[src/rtl/adder_pipe_ctrl_if.sv]
// Handshake bundle between the adder pipeline controller and its upstream/downstream neighbours.
// The master side drives operands and the flush request, and the controller is the slave.
interface adder_pipe_ctrl_if;
    logic in_valid;
    logic in_ready;
    logic out_valid;
    logic out_ready;
    logic flush_req;

    modport master (
        output in_valid,
        output out_ready,
        output flush_req,
        input  in_ready,
        input  out_valid
    );

    modport slave (
        input  in_valid,
        input  out_ready,
        input  flush_req,
        output in_ready,
        output out_valid
    );
endinterface

[src/rtl/adder_pipe_ctrl.sv]
// Valid/ready control for a STAGES-deep four-input adder pipeline: per-stage enables and flushes,
// bubble-collapsing backpressure, an occupancy count and a saturating output-stall counter.
module adder_pipe_ctrl #(
    parameter int STAGES  = 3,
    parameter int STALL_W = 8
) (
    input  logic                          clk,
    input  logic                          rst,
    adder_pipe_ctrl_if.slave              hs,
    output logic [STAGES-1:0]             stage_en,
    output logic [STAGES-1:0]             stage_flush,
    output logic [STAGES-1:0]             stage_valid,
    output logic [$clog2(STAGES+1)-1:0]   occupancy,
    output logic                          busy,
    output logic [STALL_W-1:0]            stall_cycles
);
    localparam int OCC_W = $clog2(STAGES+1);

    function automatic logic [STALL_W-1:0] sat_inc(input logic [STALL_W-1:0] x);
        return (&x) ? x : x + 1'b1;
    endfunction

    function automatic logic [OCC_W-1:0] popcount(input logic [STAGES-1:0] x);
        logic [OCC_W-1:0] n;
        n = '0;
        for (int k = 0; k < STAGES; k++) n = n + OCC_W'(x[k]);
        return n;
    endfunction

    logic [STAGES-1:0] v;
    logic [STAGES-1:0] u;
    logic [STAGES-1:0] rdy;
    logic              kill;
    logic              xfer;

    // Ready ripples from the output back to the input; an empty stage is always ready.
    always_comb begin
        logic r;
        rdy = '0;
        r   = hs.out_ready;
        for (int k = STAGES-1; k >= 0; k--) begin
            r      = ~v[k] | r;
            rdy[k] = r;
        end
    end

    assign u           = {v[STAGES-2:0], hs.in_valid};
    assign kill        = rst | hs.flush_req;
    assign stage_en    = kill ? '0 : (rdy & u);
    assign stage_flush = {STAGES{kill}};
    assign stage_valid = v;
    assign hs.in_ready = rdy[0] & ~hs.flush_req & ~rst;
    assign hs.out_valid = v[STAGES-1];
    assign xfer        = v[STAGES-1] & hs.out_ready;
    assign occupancy   = popcount(v);
    assign busy        = |v;

    // Stage valid flags: advance where ready, hold where blocked, clear on flush.
    always_ff @(posedge clk or posedge rst) begin
        if (rst) begin
            v <= '0;
        end else if (hs.flush_req) begin
            v <= '0;
        end else begin
            v <= (rdy & u) | (~rdy & v);
        end
    end

    // Output stall counter: counts held results, cleared by transfer or flush.
    always_ff @(posedge clk or posedge rst) begin
        if (rst) begin
            stall_cycles <= '0;
        end else if (hs.flush_req || xfer) begin
            stall_cycles <= '0;
        end else if (v[STAGES-1]) begin
            stall_cycles <= sat_inc(stall_cycles);
        end
    end
endmodule

[src/flat_wrapper.sv]
// flat-port wrapper written by rule: the top's interface ports become plain ports
module adder_pipe_ctrl_flat 
#(
    parameter int STAGES  = 3,
    parameter int STALL_W = 8
)
  (clk, rst, stage_en, stage_flush, stage_valid, occupancy, busy, stall_cycles, hs_in_valid, hs_out_ready, hs_flush_req, hs_in_ready, hs_out_valid);
  adder_pipe_ctrl_if hs_i ();
  input  logic clk;
  input  logic rst;
  output logic [STAGES-1:0] stage_en;
  output logic [STAGES-1:0] stage_flush;
  output logic [STAGES-1:0] stage_valid;
  output logic [$clog2(STAGES+1)-1:0] occupancy;
  output logic busy;
  output logic [STALL_W-1:0] stall_cycles;
  input wire logic [$bits(hs_i.in_valid)-1:0] hs_in_valid;
  input wire logic [$bits(hs_i.out_ready)-1:0] hs_out_ready;
  input wire logic [$bits(hs_i.flush_req)-1:0] hs_flush_req;
  output wire logic [$bits(hs_i.in_ready)-1:0] hs_in_ready;
  output wire logic [$bits(hs_i.out_valid)-1:0] hs_out_valid;
  assign hs_i.in_valid = hs_in_valid;
  assign hs_i.out_ready = hs_out_ready;
  assign hs_i.flush_req = hs_flush_req;
  assign hs_in_ready = hs_i.in_ready;
  assign hs_out_valid = hs_i.out_valid;
  adder_pipe_ctrl #(.STAGES(STAGES), .STALL_W(STALL_W)) u_core (.clk(clk), .rst(rst), .hs(hs_i), .stage_en(stage_en), .stage_flush(stage_flush), .stage_valid(stage_valid), .occupancy(occupancy), .busy(busy), .stall_cycles(stall_cycles));
endmodule
[config.mk]
export PLATFORM = sky130hd
export DESIGN_NAME = adder_pipe_ctrl_flat
export DESIGN_NICKNAME = d
export VERILOG_FILES = /design/src/rtl/adder_pipe_ctrl_if.sv /design/src/rtl/adder_pipe_ctrl.sv /design/src/flat_wrapper.sv
export SDC_FILE = /design/constraint.sdc
export NUM_CORES = 1
export LEC_CHECK = 0
export CAP_MARGIN = 15
export CELL_PAD_IN_SITES_DETAIL_PLACEMENT = 1
export CELL_PAD_IN_SITES_GLOBAL_PLACEMENT = 1
export CORE_MARGIN = 3
export CORE_UTILIZATION = 28
export DETAILED_ROUTE_END_ITERATION = 10
export GPL_ROUTABILITY_DRIVEN = 0
export PLACE_DENSITY = 0.75
export SYNTH_ARGS = -nofsm -noshare
export SYNTH_HDL_FRONTEND = slang
export SYNTH_SLANG_ARGS = --single-unit
[constraint.sdc]
create_clock -name clk -period 1.5 [get_ports clk]
set_clock_uncertainty 0.15 [all_clocks]
set_input_delay 0.3 -clock clk [delete_from_list [all_inputs] [get_ports clk]]
set_output_delay 0.3 -clock clk [all_outputs]
set_load 0.02 [all_outputs]
Word-level counts from Yosys, hierarchy flattened
Index checks and enable logic that the tools add are counted.
Operators by class
  equality and inequality tests: 1
  reductions and logical operators: 5
  mux-type cells: 5
  add/sub/neg operators: 3
  bitwise operators: 16
Operators by type and width (count)
  two-way mux 8 bit: 3
  adder 8 x 1 -> 8 bit, second input constant: 1
  AND reduction 8 bit: 1
  AND 3 bit: 2
  two-way mux 3 bit: 2
  NOT 1 bit: 5
  OR 1 bit: 4
  AND 1 bit: 3
  NOT 3 bit: 1
  OR 3 bit: 1
  OR reduction 3 bit: 1
  adder 1 x 1 -> 2 bit: 1
  adder 2 x 1 -> 2 bit: 1
  inequality test 2 x 1 -> 1 bit, second input constant: 1
  AND reduction 2 bit: 1
  nonzero test 2 bit: 1
  logical OR 1 bit: 1
Word-level totals
  register bits: 11
  word-level logic and storage cells: 32
  bits of input ports: 5
  output and inout port bits: 22

Longest topological paths before layout
Gate-level depths: netlist (run 1).
  word-level depth: 8
  gate-level depth with buffers: 5
  gate-level depth less buffers: 5

Least setup slack after synthesis (run 1)
Ideal clock, no wire load.
  path kind: input-to-output
  start: input port hs_flush_req
  end: output port stage_en[0]
  buffers on the path: 1
  cell stages on the path: 4
  data required time: 1.050 ns
  setup slack: -0.474 ns
  arrival time: 1.524 ns
  cells stage by stage: buf_2 or2_2 a31oi_1 and2_1
On the way
  cells in the longest elaborated chain, start to end: 2
RTL lines
  start: declaration: RTL line flat_wrapper.sv:19  | input wire logic [$bits(hs_i.flush_req)-1:0] hs_flush_req;
  OR 1 bit: RTL line adder_pipe_ctrl.sv:48  | assign kill = rst | hs.flush_req;
  net u_core.kill: RTL line adder_pipe_ctrl.sv:33  | logic kill;
  two-way mux 3 bit: RTL line adder_pipe_ctrl.sv:49  | assign stage_en = kill ? '0 : (rdy & u);
  end: declaration: RTL line flat_wrapper.sv:11  | output logic [STAGES-1:0] stage_en;
The timed path passes the listed nets, and every way through them passes these cells.

Final worst setup path (run 1)
  start: register u_core.v[2] (netlist: u_core.stage_valid[2])
  end: output port stage_en[0]
On the way
  cells in the longest elaborated chain, start to end: 6
RTL lines
  start: declaration: RTL line adder_pipe_ctrl.sv:30  | logic [STAGES-1:0] v;
  start signal: assignment: RTL line adder_pipe_ctrl.sv:65  | v <= (rdy & u) | (~rdy & v);
  NOT 1 bit: RTL line adder_pipe_ctrl.sv:42  | r = ~v[k] | r;
  OR 1 bit (3 in series): RTL line adder_pipe_ctrl.sv:42
  AND 3 bit: RTL line adder_pipe_ctrl.sv:49
  two-way mux 3 bit: RTL line adder_pipe_ctrl.sv:49
No other way between the ends.

==> results of run 1 <==
-- routing by layer --
metal  up-vias  routed length (µm)
met1       448                1240
li1        390                   -
met5         -                   0
met4         0                  56
met3         6                  93
met2        22                1780
-- worst register-to-register path, cell delays in order, from the launching register on --
cell,delay [ns]
dfrtp_2,0.41
and2b_2,0.24
buf_4,0.13
buf_6,0.08
buf_6,0.09
nor2b_4,0.26
nand4_1,0.15
o211ai_1,0.22
-- power breakdown --
group / leakage (nW) / switching, mW / total, mW / internal (mW)
Sequential: 0.143 / 0.00533 / 0.306 / 0.301
Clock: 0.0150 / 0.103 / 0.206 / 0.103
Combinational: 0.510 / 0.0907 / 0.182 / 0.0916
Total: 0.669 / 0.199 / 0.694 / 0.495
-- cell type report --
cell class,count,area [µm²],share of cell area
multi-input combinational,56,500,0.367
timing repair buffer,60,514,0.377
inverter,2,7.51,0.00550
tap,28,35.0,0.0257
clock buffer,4,26.3,0.0192
sequential,11,282,0.206
-- final timing paths --
kind | slack (ns) | start | depth (start not counted) | to
setup / recovery | -0.34 | u_core.stage_valid[2]$_DFF_PP0_ | 4 | stage_en[0]
max in group asynchronous | 0.59 | rst | 4 | u_core.stage_valid[2]$_DFF_PP0_
hold reg to reg | 0.48 | u_core.stall_cycles[6]$_DFFE_PP0P_ | 2 | u_core.stall_cycles[6]$_DFFE_PP0P_
hold / removal | 0.23 | hs_flush_req | 3 | u_core.stage_valid[2]$_DFF_PP0_
setup reg to reg | -0.32 | u_core.stage_valid[2]$_DFF_PP0_ | 7 | u_core.stall_cycles[5]$_DFFE_PP0P_
min in group asynchronous | 0.44 | rst | 4 | u_core.stall_cycles[7]$_DFFE_PP0P_
-- through the flow --
step                      power, mW  setup WS (ns)  setup TNS (ns)  area (µm²)
after floorplan               0.390         -0.166          -0.574         759
after global placement        0.460         -0.928          -11.84        1140
after detailed placement      0.463         -0.960          -12.96        1140
after CTS                     0.680         -0.322           -2.44        1210
after global routing          0.729         -0.431           -4.62        1370
final                         0.694         -0.343           -3.66        1370
-- sequential cells by signal, indices dropped and copies added (netlist names) --
register / count
u_core.stage_valid: 3
u_core.stall_cycles: 8
-- placed cells by master, fill, tap and decap left out, types with 2 or more instances in the layout --
cell type,count
a21oi_1,2
a21oi_2,3
a31oi_1,2
buf_2,4
buf_4,27
buf_6,17
clkbuf_2,4
clkbuf_4,3
clkdlybuf4s15_1,4
dfrtp_1,6
dfrtp_2,5
inv_1,2
nand2_1,5
nand2_2,2
nor2_1,6
o21ai_0,3
o21ai_1,3
o21ai_2,2
or3_4,2
-- timing repair --
action	4_1_cts	5_1_grt
hold endpoints to repair	11	0
hold buffers	1	0
pin swaps	9	11
endpoints found under the setup margin	30	25
gates resized for setup	98	36
setup buffers	4	9
-- cells by family (layout without fill, tap and decap cells) --
logic type | count (synthesis) | count (layout) | synth area share
AOI/OAI and AO/OA | 22 | 22 | 0.194
xor gates and xnor gates | 1 | 1 | 0.0124
adders and majority gates | 2 | 2 | 0.0459
buffers and inverters | 12 | 66 | 0.0919
DFF | 11 | 11 | 0.389
and+or+nand+nor | 31 | 31 | 0.267
==> results.json, run 1 <==
{
  "status": "complete, but fails checks",
  "violations": "setup timing",
  "cts_max_level": 1,
  "finalCritPeriodShare": 1.23,
  "timing.final.hold_violations": 0,
  "clockBufferDepth": 2,
  "hold_class": "input port to flop",
  "clock.fmax_ghz": 0.543,
  "synth_common_cells": "11 x dfrtp_1, 7 x nand2_1, 7 x o21ai_0",
  "rsz0062_at_grt": "true",
  "busiest_layer": "met2",
  "setup_viol": 16,
  "netlist_instances": 79,
  "place_inst": 143,
  "crit_path_end_kind": "output port",
  "cellLeakagePower_nw": 0.669,
  "core_area_um2": 2300,
  "portBuffers": 26,
  "power_density_nw_per_um2": 509,
  "grt-ovfl-total": 0,
  "grt_pass1_wl_um": 4380,
  "worst_pin_slew_ns": 0.301,
  "synth_fp_nets": 86,
  "grt_max_degree": 12,
  "arrival_ns": 1.39,
  "cp_slowest_cell": "dfrtp_2",
  "dr.pass1.iters": 4,
  "yosysWarnings": 0,
  "fin_crit_ns": 1.84,
  "slew_violations": 0,
  "dr.first_iter.drc_count": 9,
  "fillCellCount": 265,
  "hold_ws_ns": 0.232,
  "grt_pass1_vias": 880,
  "antenna_found_initial": 0,
  "synth_area_per_cell_um2": 8.96,
  "ir_worst_vdd_v": 0.000551,
  "synth.most_common_cell": "dfrtp_1",
  "fin_ws_ns": -0.343,
  "synthesis.area_um2": 708,
  "insertion_delay_ns": 0.27,
  "grt_usage": 0.173,
  "die_width_um": 56.3,
  "fin_cells": 161,
  "via_per_inst": 5.38,
  "crit_path_cell_trace": "and2b_2 > a31oi_4 > and2_4 > buf_6",
  "ant_nets": 0,
  "utilization": 0.594,
  "io_pins": 27,
  "met1_usage": 0.197,
  "nets": 141,
  "drv_cap": 0,
  "synth_cell_type_count": 37,
  "rows": 17,
  "cts_tree": "done",
  "wl_per_cell_um": 19.7,
  "synthTopCellsByArea": "dfrtp_1 39%, o21ai_0 4.9%, buf_4 4.2%",
  "required_ns": 1.05,
  "max_slew_margin": 0.797,
  "critPathLaunchType": "flop",
  "clkTransAtPathRegs_ns": 0.07,
  "criticalPathCategory": "flop to output port",
  "seq_area_frac_synth": 0.389,
  "numClockSinks": 11,
  "numCtsBuffers": 3,
  "die_area_um2": 3170,
  "start_util": 0.308,
  "met3_usage": 0.0391,
  "synthArstFlopShare": 1.00,
  "drive_above_1_share": 0.669,
  "cts-root-buf": "clkbuf_4",
  "yosysTopAreaCell": "dfrtp_1",
  "synth_ff_type": "dfrtp_1",
  "cp_top_family": "flip-flops",
  "diodes": 0,
  "cp_max_fo": 5,
  "cp_num_buf_inv": 1,
  "grt_use_met2": 0.329,
  "yosys.area.top_type_share": 0.389,
  "crit_path_max_incr_delay_ns": 0.44,
  "syn2layout_area_growth_pct": 92.8,
  "dp_hpwl_um": 1840,
  "via_count": 866,
  "ys_ff_latch": 11,
  "die_h_um": 56.3,
  "routed_wl_um": 3170,
  "drc": 0,
  "synth_edf_count": 0
}
Power figures use the tool's default switching activity.
==> inputs of run 2 (changes only) <==
clock period = 1.6 ns   (was 1.5 ns; I/O delays follow)
==> results.json, run 2 (same netlist as run 1, synthesis figures left out) <==
{
  "status": "complete, but fails checks",
  "violations": "setup timing",
  "via_count": 739,
  "die_h_um": 56.3,
  "fin_crit_ns": 1.84,
  "clkTransAtPathRegs_ns": 0.07,
  "dr.first_iter.drc_count": 6,
  "ant_nets": 0,
  "cts_tree": "done",
  "dp_hpwl_um": 1840,
  "switching_share": 0.279,
  "drv_cap": 0,
  "setup_tns_ns": -2.10,
  "diodes": 0,
  "worst_pin_slew_ns": 0.448,
  "mostFrequentLayoutCells": "20 x buf_4, 11 x dlygate4sd2_1, 11 x buf_6, 7 x nand2_1, 7 x dfrtp_1",
  "comb_power_share": 0.240,
  "internal_power_mw": 0.453,
  "placed_cell_area_um2": 1110,
  "numClockSinks": 11,
  "grt_pass1_wl_um": 3930,
  "grt_max_degree": 12,
  "antenna_found_initial": 0,
  "routed_wl_um": 2390,
  "arrival_ns": 1.37,
  "fin_ws_ns": -0.239,
  "grt_usage": 0.162,
  "p_sw_mw": 0.176,
  "crit_path_end_kind": "output port",
  "wl_per_cell_um": 16.1,
  "grt_pass1_vias": 785,
  "power_density_nw_per_um2": 523,
  "finalCritPeriodShare": 1.15,
  "cp_max_fo": 5,
  "die_area_um2": 3170,
  "ir_worst_vdd_v": 0.000340,
  "nets": 128,
  "rows": 17,
  "die_width_um": 56.3,
  "hold_ws_ns": 0.0472,
  "final_common_cell": "buf_4",
  "critPathLaunchType": "flop",
  "portBuffers": 26,
  "start_util": 0.308,
  "p_clk_frac": 0.303,
  "rsz0062_at_grt": "true",
  "slew_violations": 0,
  "largest-register": "u_core.stall_cycles",
  "insertion_delay_ns": 0.27,
  "fillCellCount": 271,
  "drive_above_1_share": 0.533,
  "criticalPathCategory": "flop to output port",
  "cts-root-buf": "clkbuf_4",
  "io_pins": 27,
  "via_per_inst": 4.99,
  "drc": 0,
  "max_slew_margin": 0.701,
  "clock.fmax_ghz": 0.544,
  "core_area_um2": 2300,
  "timing.final.hold_violations": 0,
  "numCtsBuffers": 3,
  "finalInstanceArea_um2": 1200,
  "cellLeakagePower_nw": 0.602,
  "required_ns": 1.13,
  "clockBufferDepth": 2,
  "largest_reg_flops": 8,
  "grt-ovfl-total": 0,
  "hold_class": "input port to asynchronous set/reset pin",
  "setup_viol": 13,
  "cts_max_level": 1,
  "dr.pass1.iters": 4,
  "syn2layout_area_growth_pct": 70.0,
  "pwr-share-seq": 0.456
}
-- run 2: cell types whose count changed in the layout (fill, tap and decap cells not counted), sizes merged --
cell and delta:
buf -13, dlygate4sd2 +10, clkdlybuf4s15 -5, clkbuf -4, dlygate4sd3 -1
-- run 2: metrics by stage --
| stage | setup WS, ns | total power [mW] | utilization | instances |
|---|---|---|---|---|
| global route | -0.311 | 0.664 | 0.524 | 148 |
| global placement | -0.868 | 0.428 | 0.485 | 139 |
| CTS | -0.251 | 0.637 | 0.514 | 147 |
| finish | -0.239 | 0.629 | 0.524 | 148 |
| detailed placement | -0.911 | 0.433 | 0.485 | 139 |
| floorplan | -0.0857 | 0.365 | - | 79 |
-- run 2: layer usage --
| metal | share of wire | GRT usage | vias up |
|---|---|---|---|
| met2 | 0.55 | 0.301 | 9 |
| met3 | 0.023 | 0.0414 | 2 |
| li1 | - | - | 361 |
| met1 | 0.42 | 0.181 | 367 |
| met5 | 0 | 0 | - |
| met4 | 0.0067 | 0.0407 | 0 |
-- run 2: path summary, 6_finish.rpt --
kind                                               startpoint                            endpoint  slack [ns]  cells past startpoint
min                                                       rst  u_core.stall_cycles[7]$_DFFE_PP0P_        0.05                      2
min in group clk           u_core.stall_cycles[0]$_DFFE_PP0P_  u_core.stall_cycles[0]$_DFFE_PP0P_        0.37                      1
max in group asynchronous                                 rst     u_core.stage_valid[2]$_DFF_PP0_        0.91                      2
min reg2reg                u_core.stall_cycles[0]$_DFFE_PP0P_  u_core.stall_cycles[0]$_DFFE_PP0P_        0.37                      1
max reg2reg                   u_core.stage_valid[2]$_DFF_PP0_  u_core.stall_cycles[5]$_DFFE_PP0P_       -0.18                      7
max                           u_core.stage_valid[2]$_DFF_PP0_                         stage_en[0]       -0.24                      4
-- run 2: area by class of cell --
cell class / count / area (µm²) / share of cell area
Clock buffer: 4 / 26.3 / 0.0218
Inverter: 2 / 7.51 / 0.00624
Timing Repair Buffer: 47 / 400 / 0.333
Tap cell: 28 / 35.0 / 0.0291
Sequential cell: 11 / 280 / 0.233
Multi-Input combinational cell: 56 / 454 / 0.377
-- run 2: power by group through the flow --
stage	combinational, mW	clock (mW)	sequential, mW
finish	0.151	0.191	0.287
global route	0.162	0.214	0.288
CTS	0.150	0.200	0.287
detailed placement	0.140	0	0.292
global placement	0.136	0	0.292
floorplan	0.0648	0	0.301
-- run 2: worst max-delay path, cell delays in order, from the launching register on --
cell and delay [ns]:
dfrtp_2 0.44, and2b_2 0.26, a31oi_4 0.15, and2_4 0.16, buf_6 0.10
-- run 2: timing repair --
item | in CTS | in global routing
resized for setup | 86 | 14
setup endpoints to repair | 30 | 18
buffers inserted | 4 | 1
hold buffers | 0 | 0
pin swaps | 6 | 5
==> inputs of run 3 (changes only) <==
CORE_UTILIZATION = 33   (was 28)
PLACE_DENSITY = 0.91   (was 0.75)
SLEW_MARGIN = 20   (was not set)
clock period = 2.3 ns   (was 1.6 ns; I/O delays follow)
==> results.json, run 3 (same netlist as run 1, synthesis figures left out) <==
{
  "crit_start": "hs_out_ready",
  "hold_ws_ns": 0.383,
  "die_h_um": 52.3,
  "nets": 114,
  "die_area_um2": 2740,
  "largest_reg_flops": 8,
  "clock.fmax_ghz": 0.443,
  "crit_path_max_incr_delay_ns": 0.47,
  "regArea_um2": 275,
  "via_count": 707,
  "hold_class": "input port to asynchronous set/reset pin",
  "place_inst": 129,
  "critPathLaunchType": "input port",
  "crit_path_end_kind": "output port",
  "cp_top_family": "buffers and inverters",
  "status": "finished clean",
  "numClockSinks": 11,
  "mostFrequentLayoutCells": "16 x clkdlybuf4s50_1, 11 x dfrtp_1, 7 x nand2_1, 7 x o21ai_0, 7 x buf_4",
  "grt-ovfl-total": 0,
  "comb_power_share": 0.199,
  "arrival_ns": 1.65,
  "internal_power_mw": 0.300,
  "p_sw_mw": 0.114,
  "rr_worst_depth": 4,
  "syn2layout_area_growth_pct": 44.5,
  "rows": 16,
  "cts-root-buf": "clkbuf_4",
  "ant_nets": 0,
  "r2r-start": "u_core.stall_cycles[0]$_DFFE_PP0P_",
  "numCtsBuffers": 3,
  "critical_path_depth": 4,
  "fillCellCount": 244,
  "timing.final.hold_violations": 0,
  "fin_crit_ns": 2.26,
  "fin_cells": 133,
  "dr.first_iter.drc_count": 0,
  "criticalPathCategory": "input port to output port",
  "grt_usage": 0.189,
  "ff2ff_setup_slack_ns": 0.50,
  "worst_pin_slew_ns": 0.430,
  "reg2reg_to": "u_core.stall_cycles[1]$_DFFE_PP0P_",
  "cts_tree": "done",
  "cp_max_fo": 4,
  "power_density_nw_per_um2": 405,
  "routed_wl_um": 2270,
  "drc": 0,
  "clockBufferDepth": 2,
  "pwr-share-seq": 0.483,
  "slew_violations": 0,
  "core_area_um2": 2000,
  "largest-register": "u_core.stall_cycles",
  "drv_cap": 0,
  "dp_hpwl_um": 1740,
  "ir_worst_vdd_v": 0.000356,
  "max_slew_margin": 0.713,
  "via_per_inst": 5.32,
  "crit_end": "stage_en[1]",
  "portBuffers": 26,
  "clkTransAtPathRegs_ns": 0.07,
  "setup_viol": 0,
  "grt_max_degree": 12,
  "required_ns": 1.69,
  "switching_share": 0.276,
  "cp_slowest_cell": "clkdlybuf4s50_1",
  "start_util": 0.354,
  "postCtsHoldBufs": 0,
  "cts_max_level": 1,
  "grt_pass1_vias": 733,
  "diodes": 0,
  "die_width_um": 52.3,
  "io_pins": 27,
  "multi_input_area_um2": 389,
  "grt_pass1_wl_um": 3650,
  "finalCritPeriodShare": 0.982,
  "antenna_found_initial": 0,
  "insertion_delay_ns": 0.27,
  "wl_per_cell_um": 17.1,
  "cellLeakagePower_nw": 0.472,
  "dr.pass1.iters": 1,
  "p_clk_frac": 0.318,
  "crit_path_cell_trace": "clkdlybuf4s50_1 > and2b_2 > a211oi_1 > buf_2",
  "final_common_cell": "clkdlybuf4s50_1",
  "drive_above_1_share": 0.236,
  "cp_num_buf_inv": 2
}
-- run 3: cell count changes in the layout (fill, tap and decap cells not counted), moves of 4 or more --
cell             delta
buf_4              -13
buf_6              -10
clkdlybuf4s50_1    +15
dfrtp_1             +4
dfrtp_2             -4
dlygate4sd2_1       -5
-- run 3: power groups by stage --
stage,logic [mW],registers [mW],clock network (mW)
4_1_cts,0.0803,0.200,0.136
2_1_floorplan,0.0412,0.208,0
6_report,0.0825,0.200,0.132
5_1_grt,0.0886,0.201,0.147
3_5_place_dp,0.0865,0.203,0
3_3_place_gp,0.0835,0.203,0
-- run 3: what timing repair did --
action	CTS	global route
gates resized for setup	25	7
pin swaps	0	1
setup buffers	0	0
endpoints found under the setup margin	10	2
-- run 3: worst min-delay path by stage --
stage | slack, ns | end | depth (start not counted)
after floorplan | 0.16 | u_core.stage_valid[0]$_DFF_PP0_ | 1
after global placement | 0.38 | u_core.stall_cycles[0]$_DFFE_PP0P_ | 1
after detailed placement | 0.39 | u_core.stall_cycles[0]$_DFFE_PP0P_ | 1
after CTS | 0.40 | u_core.stage_valid[0]$_DFF_PP0_ | 2
after global routing | 0.43 | u_core.stall_cycles[5]$_DFFE_PP0P_ | 2
final | 0.38 | u_core.stall_cycles[6]$_DFFE_PP0P_ | 2
-- run 3: final cells by class --
class	instances	share of cell area
flip-flops and latches	11	0.269
repair buffers	33	0.285
well taps	27	0.0330
inverters	2	0.00733
clock buffers	4	0.0257
multi-input cells	56	0.380
-- run 3: metrics by stage --
step           setup TNS [ns]  setup WS, ns  area (µm²)   util  total power [mW]
2_1_floorplan               0       0.00590         708      -             0.249
3_3_place_gp            -1.68        -0.427         997  0.498             0.287
3_5_place_dp            -1.93        -0.477         997  0.498             0.290
4_1_cts                     0        0.0223        1000  0.502             0.416
5_1_grt               -0.0357       -0.0357        1020  0.511             0.436
6_report                    0        0.0415        1020  0.511             0.414
-- run 3: layer usage --
metal / track usage / wire length, µm
met5: 0 / 0
met1: 0.191 / 837
met4: 0.0894 / 48
met3: 0.0598 / 76
met2: 0.345 / 1310
-- run 3: worst register-to-register path, delay by kind of cell, from the launching register on --
| kind | cells | cell delay [ns] |
|---|---|---|
| AND/OR/NAND/NOR | 2 | 0.54 |
| flip-flops | 1 | 0.40 |
| adder cells (fa/ha/maj) | 1 | 0.33 |
| AO/OA/AOI/OAI | 1 | 0.27 |
